### src/rtl/clause_pkg.sv
// Shared clause geometry for the SAT clause bank: literal/clause types and index-width helper.
package clause_pkg;
  localparam int LIT_W = 11;
  localparam int LITS  = 3;
  localparam int CW    = LITS * LIT_W;

  typedef logic [LIT_W-1:0] lit_t;
  typedef lit_t [LITS-1:0]  clause_t;

  function automatic int idx_w(input int n);
    return (n < 2) ? 1 : $clog2(n);
  endfunction
endpackage

### src/rtl/clause_bank_if.sv
// Request/response bundle for clause_bank: indexed write, append, delete, read ports and status.
interface clause_bank_if import clause_pkg::*; #(
  parameter int DEPTH  = 16,
  parameter int NUM_RD = 2,
  parameter int CW_P   = CW
) ();
  localparam int AW   = idx_w(DEPTH);
  localparam int CNTW = $clog2(DEPTH + 1);

  logic                   wr_en;
  logic [AW-1:0]          wr_addr;
  logic [CW_P-1:0]        wr_data;
  logic                   app_valid;
  logic [CW_P-1:0]        app_data;
  logic                   app_ready;
  logic [AW-1:0]          app_addr;
  logic                   del_en;
  logic [AW-1:0]          del_addr;
  logic [NUM_RD*AW-1:0]   rd_addr;
  logic [NUM_RD*CW_P-1:0] rd_data;
  logic [NUM_RD-1:0]      rd_valid;
  logic [CNTW-1:0]        count;
  logic                   full;
  logic                   empty;

  modport slave (
    input  wr_en, wr_addr, wr_data, app_valid, app_data, del_en, del_addr, rd_addr,
    output app_ready, app_addr, rd_data, rd_valid, count, full, empty
  );

  modport master (
    output wr_en, wr_addr, wr_data, app_valid, app_data, del_en, del_addr, rd_addr,
    input  app_ready, app_addr, rd_data, rd_valid, count, full, empty
  );
endinterface

### src/rtl/clause_bank_free_slot_finder.sv
// Priority encoder returning the lowest-index clear bit of the slot valid vector.
module free_slot_finder import clause_pkg::*; #(
  parameter  int DEPTH = 16,
  localparam int AW    = idx_w(DEPTH)
) (
  input  logic [DEPTH-1:0] valid_i,
  output logic [AW-1:0]    idx_o,
  output logic             any_free_o
);
  // Descending scan so the lowest free index is the last one written.
  always_comb begin
    idx_o = '0;
    for (int i = DEPTH - 1; i >= 0; i--)
      if (!valid_i[i]) idx_o = AW'(i);
  end

  assign any_free_o = ~&valid_i;
endmodule

### src/rtl/clause_bank.sv
// Clause store with per-slot valid bits, multi-port registered reads, indexed write, append and delete.
module clause_bank import clause_pkg::*; #(
  parameter int DEPTH  = 16,
  parameter int LITS   = clause_pkg::LITS,
  parameter int LIT_W  = clause_pkg::LIT_W,
  parameter int NUM_RD = 2
) (
  input  logic         clk,
  input  logic         rst,
  clause_bank_if.slave bus
);
  localparam int CW   = LITS * LIT_W;
  localparam int AW   = idx_w(DEPTH);
  localparam int CNTW = $clog2(DEPTH + 1);

  logic [CW-1:0]                mem_q [DEPTH];
  logic [DEPTH-1:0]             valid_q, valid_d;
  logic [CNTW-1:0]              count_q, count_d;
  logic                         full_q, empty_q;
  logic [NUM_RD-1:0][CW-1:0]    rd_data_q, rd_data_d;
  logic [NUM_RD-1:0]            rd_valid_q, rd_valid_d;
  logic [NUM_RD-1:0][AW-1:0]    rd_addr_w;

  logic [AW-1:0] free_idx;
  logic          any_free;
  logic          app_fire, do_w, inc, dec;
  logic [AW-1:0] w_addr;
  logic [CW-1:0] w_data;

  free_slot_finder #(.DEPTH(DEPTH)) u_free (
    .valid_i    (valid_q),
    .idx_o      (free_idx),
    .any_free_o (any_free)
  );

  assign rd_addr_w     = bus.rd_addr;
  assign bus.app_ready = !rst && any_free && !bus.wr_en;
  assign bus.app_addr  = free_idx;
  assign app_fire      = bus.app_valid && bus.app_ready;

  // Append is blocked by wr_en, so at most one of the two writers fires.
  assign do_w   = bus.wr_en || app_fire;
  assign w_addr = bus.wr_en ? bus.wr_addr : free_idx;
  assign w_data = bus.wr_en ? bus.wr_data : bus.app_data;

  // Write beats a same-slot delete; the count only moves on real valid transitions.
  assign inc = do_w && !valid_q[w_addr];
  assign dec = bus.del_en && valid_q[bus.del_addr] && !(do_w && (w_addr == bus.del_addr));
  assign count_d = count_q + CNTW'(inc) - CNTW'(dec);

  always_comb begin
    valid_d = valid_q;
    if (bus.del_en) valid_d[bus.del_addr] = 1'b0;
    if (do_w)       valid_d[w_addr]       = 1'b1;
  end

  always_comb begin
    rd_data_d  = '0;
    rd_valid_d = '0;
    for (int p = 0; p < NUM_RD; p++) begin
      if (do_w && (w_addr == rd_addr_w[p])) begin
        rd_data_d[p]  = w_data;
        rd_valid_d[p] = 1'b1;
      end else begin
        rd_data_d[p]  = mem_q[rd_addr_w[p]];
        rd_valid_d[p] = valid_q[rd_addr_w[p]] &&
                        !(bus.del_en && (bus.del_addr == rd_addr_w[p]));
      end
    end
  end

  always_ff @(posedge clk) begin
    if (!rst && do_w) mem_q[w_addr] <= w_data;
  end

  always_ff @(posedge clk) begin
    if (rst) begin
      valid_q    <= '0;
      count_q    <= '0;
      full_q     <= 1'b0;
      empty_q    <= 1'b1;
      rd_data_q  <= '0;
      rd_valid_q <= '0;
    end else begin
      valid_q    <= valid_d;
      count_q    <= count_d;
      full_q     <= (count_d == CNTW'(DEPTH));
      empty_q    <= (count_d == '0);
      rd_data_q  <= rd_data_d;
      rd_valid_q <= rd_valid_d;
    end
  end

  assign bus.rd_data  = rd_data_q;
  assign bus.rd_valid = rd_valid_q;
  assign bus.count    = count_q;
  assign bus.full     = full_q;
  assign bus.empty    = empty_q;
endmodule

### src/flat_wrapper.sv
// flat-port wrapper written by rule: the top's interface ports become plain ports
module clause_bank_flat import clause_pkg::*;
#(
  parameter int DEPTH  = 16,
  parameter int LITS   = clause_pkg::LITS,
  parameter int LIT_W  = clause_pkg::LIT_W,
  parameter int NUM_RD = 2
)
  (clk, rst, bus_wr_en, bus_wr_addr, bus_wr_data, bus_app_valid, bus_app_data, bus_del_en, bus_del_addr, bus_rd_addr, bus_app_ready, bus_app_addr, bus_rd_data, bus_rd_valid, bus_count, bus_full, bus_empty);
  clause_bank_if #(.DEPTH(DEPTH), .NUM_RD(NUM_RD), .CW_P(CW)) bus_i ();
  input  logic clk;
  input  logic rst;
  input wire logic [$bits(bus_i.wr_en)-1:0] bus_wr_en;
  input wire logic [$bits(bus_i.wr_addr)-1:0] bus_wr_addr;
  input wire logic [$bits(bus_i.wr_data)-1:0] bus_wr_data;
  input wire logic [$bits(bus_i.app_valid)-1:0] bus_app_valid;
  input wire logic [$bits(bus_i.app_data)-1:0] bus_app_data;
  input wire logic [$bits(bus_i.del_en)-1:0] bus_del_en;
  input wire logic [$bits(bus_i.del_addr)-1:0] bus_del_addr;
  input wire logic [$bits(bus_i.rd_addr)-1:0] bus_rd_addr;
  output wire logic [$bits(bus_i.app_ready)-1:0] bus_app_ready;
  output wire logic [$bits(bus_i.app_addr)-1:0] bus_app_addr;
  output wire logic [$bits(bus_i.rd_data)-1:0] bus_rd_data;
  output wire logic [$bits(bus_i.rd_valid)-1:0] bus_rd_valid;
  output wire logic [$bits(bus_i.count)-1:0] bus_count;
  output wire logic [$bits(bus_i.full)-1:0] bus_full;
  output wire logic [$bits(bus_i.empty)-1:0] bus_empty;
  assign bus_i.wr_en = bus_wr_en;
  assign bus_i.wr_addr = bus_wr_addr;
  assign bus_i.wr_data = bus_wr_data;
  assign bus_i.app_valid = bus_app_valid;
  assign bus_i.app_data = bus_app_data;
  assign bus_i.del_en = bus_del_en;
  assign bus_i.del_addr = bus_del_addr;
  assign bus_i.rd_addr = bus_rd_addr;
  assign bus_app_ready = bus_i.app_ready;
  assign bus_app_addr = bus_i.app_addr;
  assign bus_rd_data = bus_i.rd_data;
  assign bus_rd_valid = bus_i.rd_valid;
  assign bus_count = bus_i.count;
  assign bus_full = bus_i.full;
  assign bus_empty = bus_i.empty;
  clause_bank #(.DEPTH(DEPTH), .LITS(LITS), .LIT_W(LIT_W), .NUM_RD(NUM_RD)) u_core (.clk(clk), .rst(rst), .bus(bus_i));
endmodule
### config.mk
export PLATFORM = sky130hd
export DESIGN_NAME = clause_bank_flat
export DESIGN_NICKNAME = d
export VERILOG_FILES = /design/src/rtl/clause_pkg.sv /design/src/rtl/clause_bank_if.sv /design/src/rtl/clause_bank_free_slot_finder.sv /design/src/rtl/clause_bank.sv /design/src/flat_wrapper.sv
export SDC_FILE = /design/constraint.sdc
export NUM_CORES = 1
export LEC_CHECK = 0
export CORE_MARGIN = 4
export CORE_UTILIZATION = 60
export DETAILED_ROUTE_END_ITERATION = 10
export GPL_TIMING_DRIVEN = 0
export PLACE_DENSITY = 0.88
export SYNTH_ARGS = -nofsm -noshare
export SYNTH_HDL_FRONTEND = slang
export SYNTH_SLANG_ARGS = --single-unit
### constraint.sdc
create_clock -name clk -period 12.1 [get_ports clk]
set_clock_uncertainty 0.2 [all_clocks]
set_input_delay 1.815 -clock clk [delete_from_list [all_inputs] [get_ports clk]]
set_output_delay 1.815 -clock clk [all_outputs]
set_load 0.005 [all_outputs]
-- Word-level counts from Yosys, hierarchy flattened
Memories as Yosys holds them, arrays and structs flattened. A register that Yosys moved wholly into a read port is not among the register bits.
Index checks and enable logic that the tools add are counted.
- bits in registers: 25
- bits in writable memories: 528
- input bits: 87
- logic and storage cells: 85
- memories kept: 1
- add/subtract/negate cells: 2
- order comparisons: 6
- equal/unequal tests: 6
- muxes and demuxes: 36
- bitwise logic cells: 3
- reductions and logical operators: 26
- memories (name ; depth ; bits a word ; read ports ; clocked after Yosys merged registers in ; wr ports ; line ; source):
    u_core.mem_q ; 16 ; 33 ; 2 ; 2 ; 1 ; clause_bank.sv:16 ; logic [CW-1:0] mem_q [DEPTH];
- operators by type and width (operator ; number):
    $mux 4 ; 17
    $mux 33 ; 1
    $mux 16 ; 2
    $eq 4x4->1 ; 5
    $lt 4x5->1 const B ; 4
    $and 16x16->16 ; 1
    $bmux 1 s4 ; 4
    $logic_and 1x1->1 ; 16
    $not 16->16 ; 1
    $or 16x16->16 ; 1
    $reduce_and 16->1 ; 1
    $mux 1 ; 10
    $demux 1 s4 ; 2
    $ge 4x1->1 const B ; 2
    $logic_not 1->1 ; 7
    $add 5x1->5 ; 1
    $eq 5x5->1 const B ; 1
    $logic_not 5->1 ; 1
    $sub 5x1->5 ; 1
    $logic_or 1x1->1 ; 1

-- Depth between registers and ports, before layout
- depth after elaboration: 24
- mapped depth: 16

-- Modules after synthesis
A second synthesis with hierarchy kept.
- cell total of the unflattened synthesis: 1682
- area, all modules: 28636.2 um^2
- by module, submodules not included (module ; times used ; cells an instance ; area each (um^2) ; seq. area each (um^2)):
    clause_bank ; 1 ; 1648 ; 28469.8 ; 17677.0
    free_slot_finder ; 1 ; 34 ; 166.4 ; 0.0

-- Worst setup path before layout
No wires, ideal clock.
- kind: input -> register
- start: in bus_del_addr[0]
- end: reg u_core.full_q (netlist: u_core.bus.full)
- setup time: 115 ps
- arrival: 4806 ps
- data required time: 11785 ps
- setup slack: 6979 ps
- cell stages on the path: 14
- path through: clkbuf_1 mux4_1 mux4_2 nand2_1 a31oi_1 ha_1 inv_1 ha_1 fa_1 a21o_1 a21oi_1 xnor2_1 nor2_1 and2_1
- word-level cells in the longest chain between the ends: 6
- RTL lines (element ; line ; source):
    from (decl) ; flat_wrapper.sv:19 ; input wire logic [$bits(bus_i.del_addr)-1:0] bus_del_addr;
    $bmux 1 s4 / $eq 4x4->1 (equally long branches) ; clause_bank.sv:48 ; assign dec = bus.del_en && valid_q[bus.del_addr] && !(do_w && (w_addr == bus.del_addr));
    $mux 1 (implied by the code) / $logic_and 1x1->1 (equally long branches) ; clause_bank.sv:48 ;
    $logic_and 1x1->1 / $logic_not 1->1 (equally long branches) ; clause_bank.sv:48 ;
    $logic_and 1x1->1 * ; clause_bank.sv:48 ;
    $sub 5x1->5 * ; clause_bank.sv:49 ; assign count_d = count_q + CNTW'(inc) - CNTW'(dec);
    $eq 5x5->1 * ; clause_bank.sv:87 ; full_q <= (count_d == CNTW'(DEPTH));
    to (signal assigned) ; clause_bank.sv:87 ;
    to (decl) ; clause_bank.sv:19 ; logic full_q, empty_q;
Every way passes the cells marked *; elsewhere a longest branch is shown, timed or not. The select of a mux whose other input is x is not followed.
A chain may end at the register's enable or synchronous reset.

-- Worst setup path after layout
Ends and elaborated chain as after synthesis.

==> run summary <==
ranking of synthesized cells by area - edfxtp_1, mux4_1, mux4_2
Cells after DPL - 2,345
max-slew violation total from the final report - 0
family with the most delay on the worst path - buffers and inverters
fraction of power consumed by sequential logic - 48.0%
total of cells resized after clock tree synthesis - 0
CTS sink count - 619
endpoint class of the critical path - flip-flop
Pwr per Cell Area - 143 nW/um^2
Yosys reg bits - 619
share of total power in the clock network - 40.1%
Chip Width - 231 microns
total power consumption of the routed design - 5.03 mW
post-synth net total - 1,594
last weighted congestion value of the routability-driven placer - 0.936
design internal power - 3.84 mW
startpoint-to-endpoint class of the critical path - primary input to flip-flop
standby leakage power - 12.3 nW
CP bufs+invs - 3
drt pass-1 iters - 6
final wirelength - 96.5 mm
worst setup margin - 6.47 ns
post-layout min period - 5.63 ns
effective utilization at floorplan - 61.0%
global routing's busiest layer - met2
# setup viols final - 0
antenna violations before repair - 2
clock tree root driver cell - clkbuf_16
async set-or-reset flop fraction in the synthesized netlist - 0%
most frequent cells after synthesis - edfxtp_1, mux4_1, mux4_2
number of cells produced by synthesis - 1,501
Starting DRT DRC Count - 3,171
delay of the slowest cell on the worst path - 0.62 ns
final antenna diode count - 0
Placeable Area - 49,200 sq um
number of global-route vias before repair - 19,261
global-route usage over all layers - 36.0%
leading area contributor after synthesis - edfxtp_1
number of enable flip-flop cells after synthesis - 528
number of library cell types mapped by synthesis - 68
worst path required time - 12.42 ns
CTS buffer count - 61
slew margin rel. - 11.6%
FF-to-FF path depth - 16
fmax - 0.178 GHz
met1 capacity usage during global routing - 45.1%
most used cell along the critical path - ha_1
Std-Cell Rows - 81
Clk Latency, worst-skew pair - 0.64 ns
final hold violation count - 0
Post-DRT Antenna Nets - 0
count of boundary I/O pins - 167
worst-case clock buffer depth - 3
Sw Share - 23.7%
ys flop type - edfxtp_1
net load switching power - 1.19 mW
RSZ-0062 raised after global routing - false
Detailed Place HPWL - 57.1 mm
Synth Area per Inst - 20.0 sq um
startpoint type of the worst setup path - primary input
met3 Usage GRT - 10.5%
fraction of layout cells with a size suffix above 1 - 24.7%
post-route setup TNS - 0 ns
area growth from synthesis to layout - 17.1%
combinational power share - 12.0%
CP max FO - 10
number of vias in the routed layout - 18,845
outcome - completed
class of the worst hold path - flip-flop to flip-flop
most frequent cell after synthesis - edfxtp_1
area share of the largest cell type after synthesis - 52.9%
Worst Setup Slack post-DPL - 5.88 ns
Cell Chain, Critical Path - clkdlybuf4s50_1, clkbuf_1, mux4_1, mux4_2, nand2_1, a31oi_1, ha_1, inv_1, ha_1, fa_1, a21o_1, a21oi_1, xnor2_1, nor2_1, and2_1
average wire per standard cell - 39.2 microns
Slew @ Worst Pin - 1.33 ns
drc violations - 0
hold depth - 2
Post CTS Setup Buffer Count - 0
global-route wire length before repair - 137 mm
number of levels the H-tree was split into - 2
Final period util - 46.5%
area occupied by registers - 17,700 sq um
met2 demand-to-capacity share in global routing - 58.7%
Maximum Capacitance Violations - 0
logic depth of the worst setup path including buffers - 15
# port buffers - 161
CTS tree - yes
number of hold buffers added after cts - 0
Die Height - 231 microns
share of the yosys chip area belonging to registers - 59.0%
number of fillers in the final layout - 2,830
Congestion Overflow GR - 0
post-route non-filler standard cell count - 2,460
number of warnings reported in the yosys synthesis log - 0
worst supply voltage drop on vdd - 132 uV
Slowest cell on crit path - mux4_1
pin count of the biggest net entering global routing - 23
Nets - 1,837
critical path data arrival time - 5.95 ns
floorplan die area - 53,600 sq um
Clock Pin Slew Worst Setup and Hold Paths - 0.07 ns
total area of multi-input combinational cells - 11,400 sq um
netlist area before placement - 30,000 sq um
DR vias/cell - 7.66
## layout make-up
cell class                 instances  area share [%]
buffer                           119            2.68
clock buffer                      88            4.96
clock inverter                    27            1.01
inverter                          14           0.150
multi-input combinational        749            32.5
sequential                       619            50.4
tap                              664            2.37
timing repair buffer             180            5.89
## placed cells by master (no fill, tap or decap), types with 35 or more instances in the layout
cell and count:
nor2_1 82, clkbuf_16 62, edfxtp_1 528, nand2_1 36, dfxtp_1 91, clkbuf_1 46
mux4_1 174, clkdlybuf4s50_1 161, mux2_2 35, mux2i_1 69, mux4_2 166
## worst register-to-register path: stages, from the launching register on
cell       delay (ns)
dfxtp_1          0.32
buf_2            0.27
nand4_1          0.21
a2111oi_2        0.53
nor2_1           0.17
xnor2_1          0.16
nor3_1           0.28
a31oi_1          0.22
ha_1             0.33
inv_1            0.04
ha_1             0.20
fa_1             0.45
a21o_1           0.18
a21oi_1          0.19
xnor2_1          0.14
nor2_1           0.08
and2_1           0.14
## routing by layer
metal  vias to the layer above  part of all wire (%)
met5                         -                 0.013
met4                         2                   6.0
met3                       422                    13
met2                      2016                    48
met1                      9407                    32
li1                       6998                     -
## metrics by stage
stage          instance area, sq um  hold slack (ns)  utilization (%)
6_report                      35100            0.465             71.4
5_1_grt                       35100            0.487             71.4
4_1_cts                       35100            0.453             71.4
3_5_place_dp                  33000            0.439             67.1
3_3_place_gp                  32400            0.429             65.9
2_1_floorplan                 30000            0.374                -
## sequential cells by signal, summed over array words and instances (netlist names)
register and cells:
u_core.valid_q 16, u_core.mem_q 528, u_core.bus.rd_data 66, u_core.bus.rd_valid 2, u_core.bus.empty 1, u_core.bus.count 5
u_core.bus.full 1
## power groups by stage
stage | clock network, mW | logic, mW | registers [mW]
5_1_grt | 2.11 | 0.624 | 2.41
4_1_cts | 2.01 | 0.591 | 2.41
3_5_place_dp | 0 | 0.579 | 2.45
2_1_floorplan | 0 | 0.335 | 2.45
3_3_place_gp | 0 | 0.546 | 2.45
6_report | 2.01 | 0.602 | 2.41
## cells by family after synthesis
| logic type | Yosys count | share of synthesized area (%) |
|---|---|---|
| AO/OA/AOI/OAI | 82 | 2.15 |
| adder cells (fa/ha/maj) | 6 | 0.276 |
| multiplexers | 449 | 31.8 |
| buffers and inverters | 133 | 3.31 |
| XOR/XNOR | 18 | 0.526 |
| AND/OR/NAND/NOR | 194 | 2.95 |
| flip-flops | 619 | 59.0 |
## path summary, 6_finish.rpt
path	slack, ns	to	startpoint
max reg2reg	7.89	u_core.bus.full	u_core.valid_q[5]
min	0.46	u_core.valid_q[11]	u_core.valid_q[11]
min reg2reg	0.46	u_core.valid_q[11]	u_core.valid_q[11]
max	6.47	u_core.bus.full	bus_del_addr[0]
(Power assumes the default switching activity.)
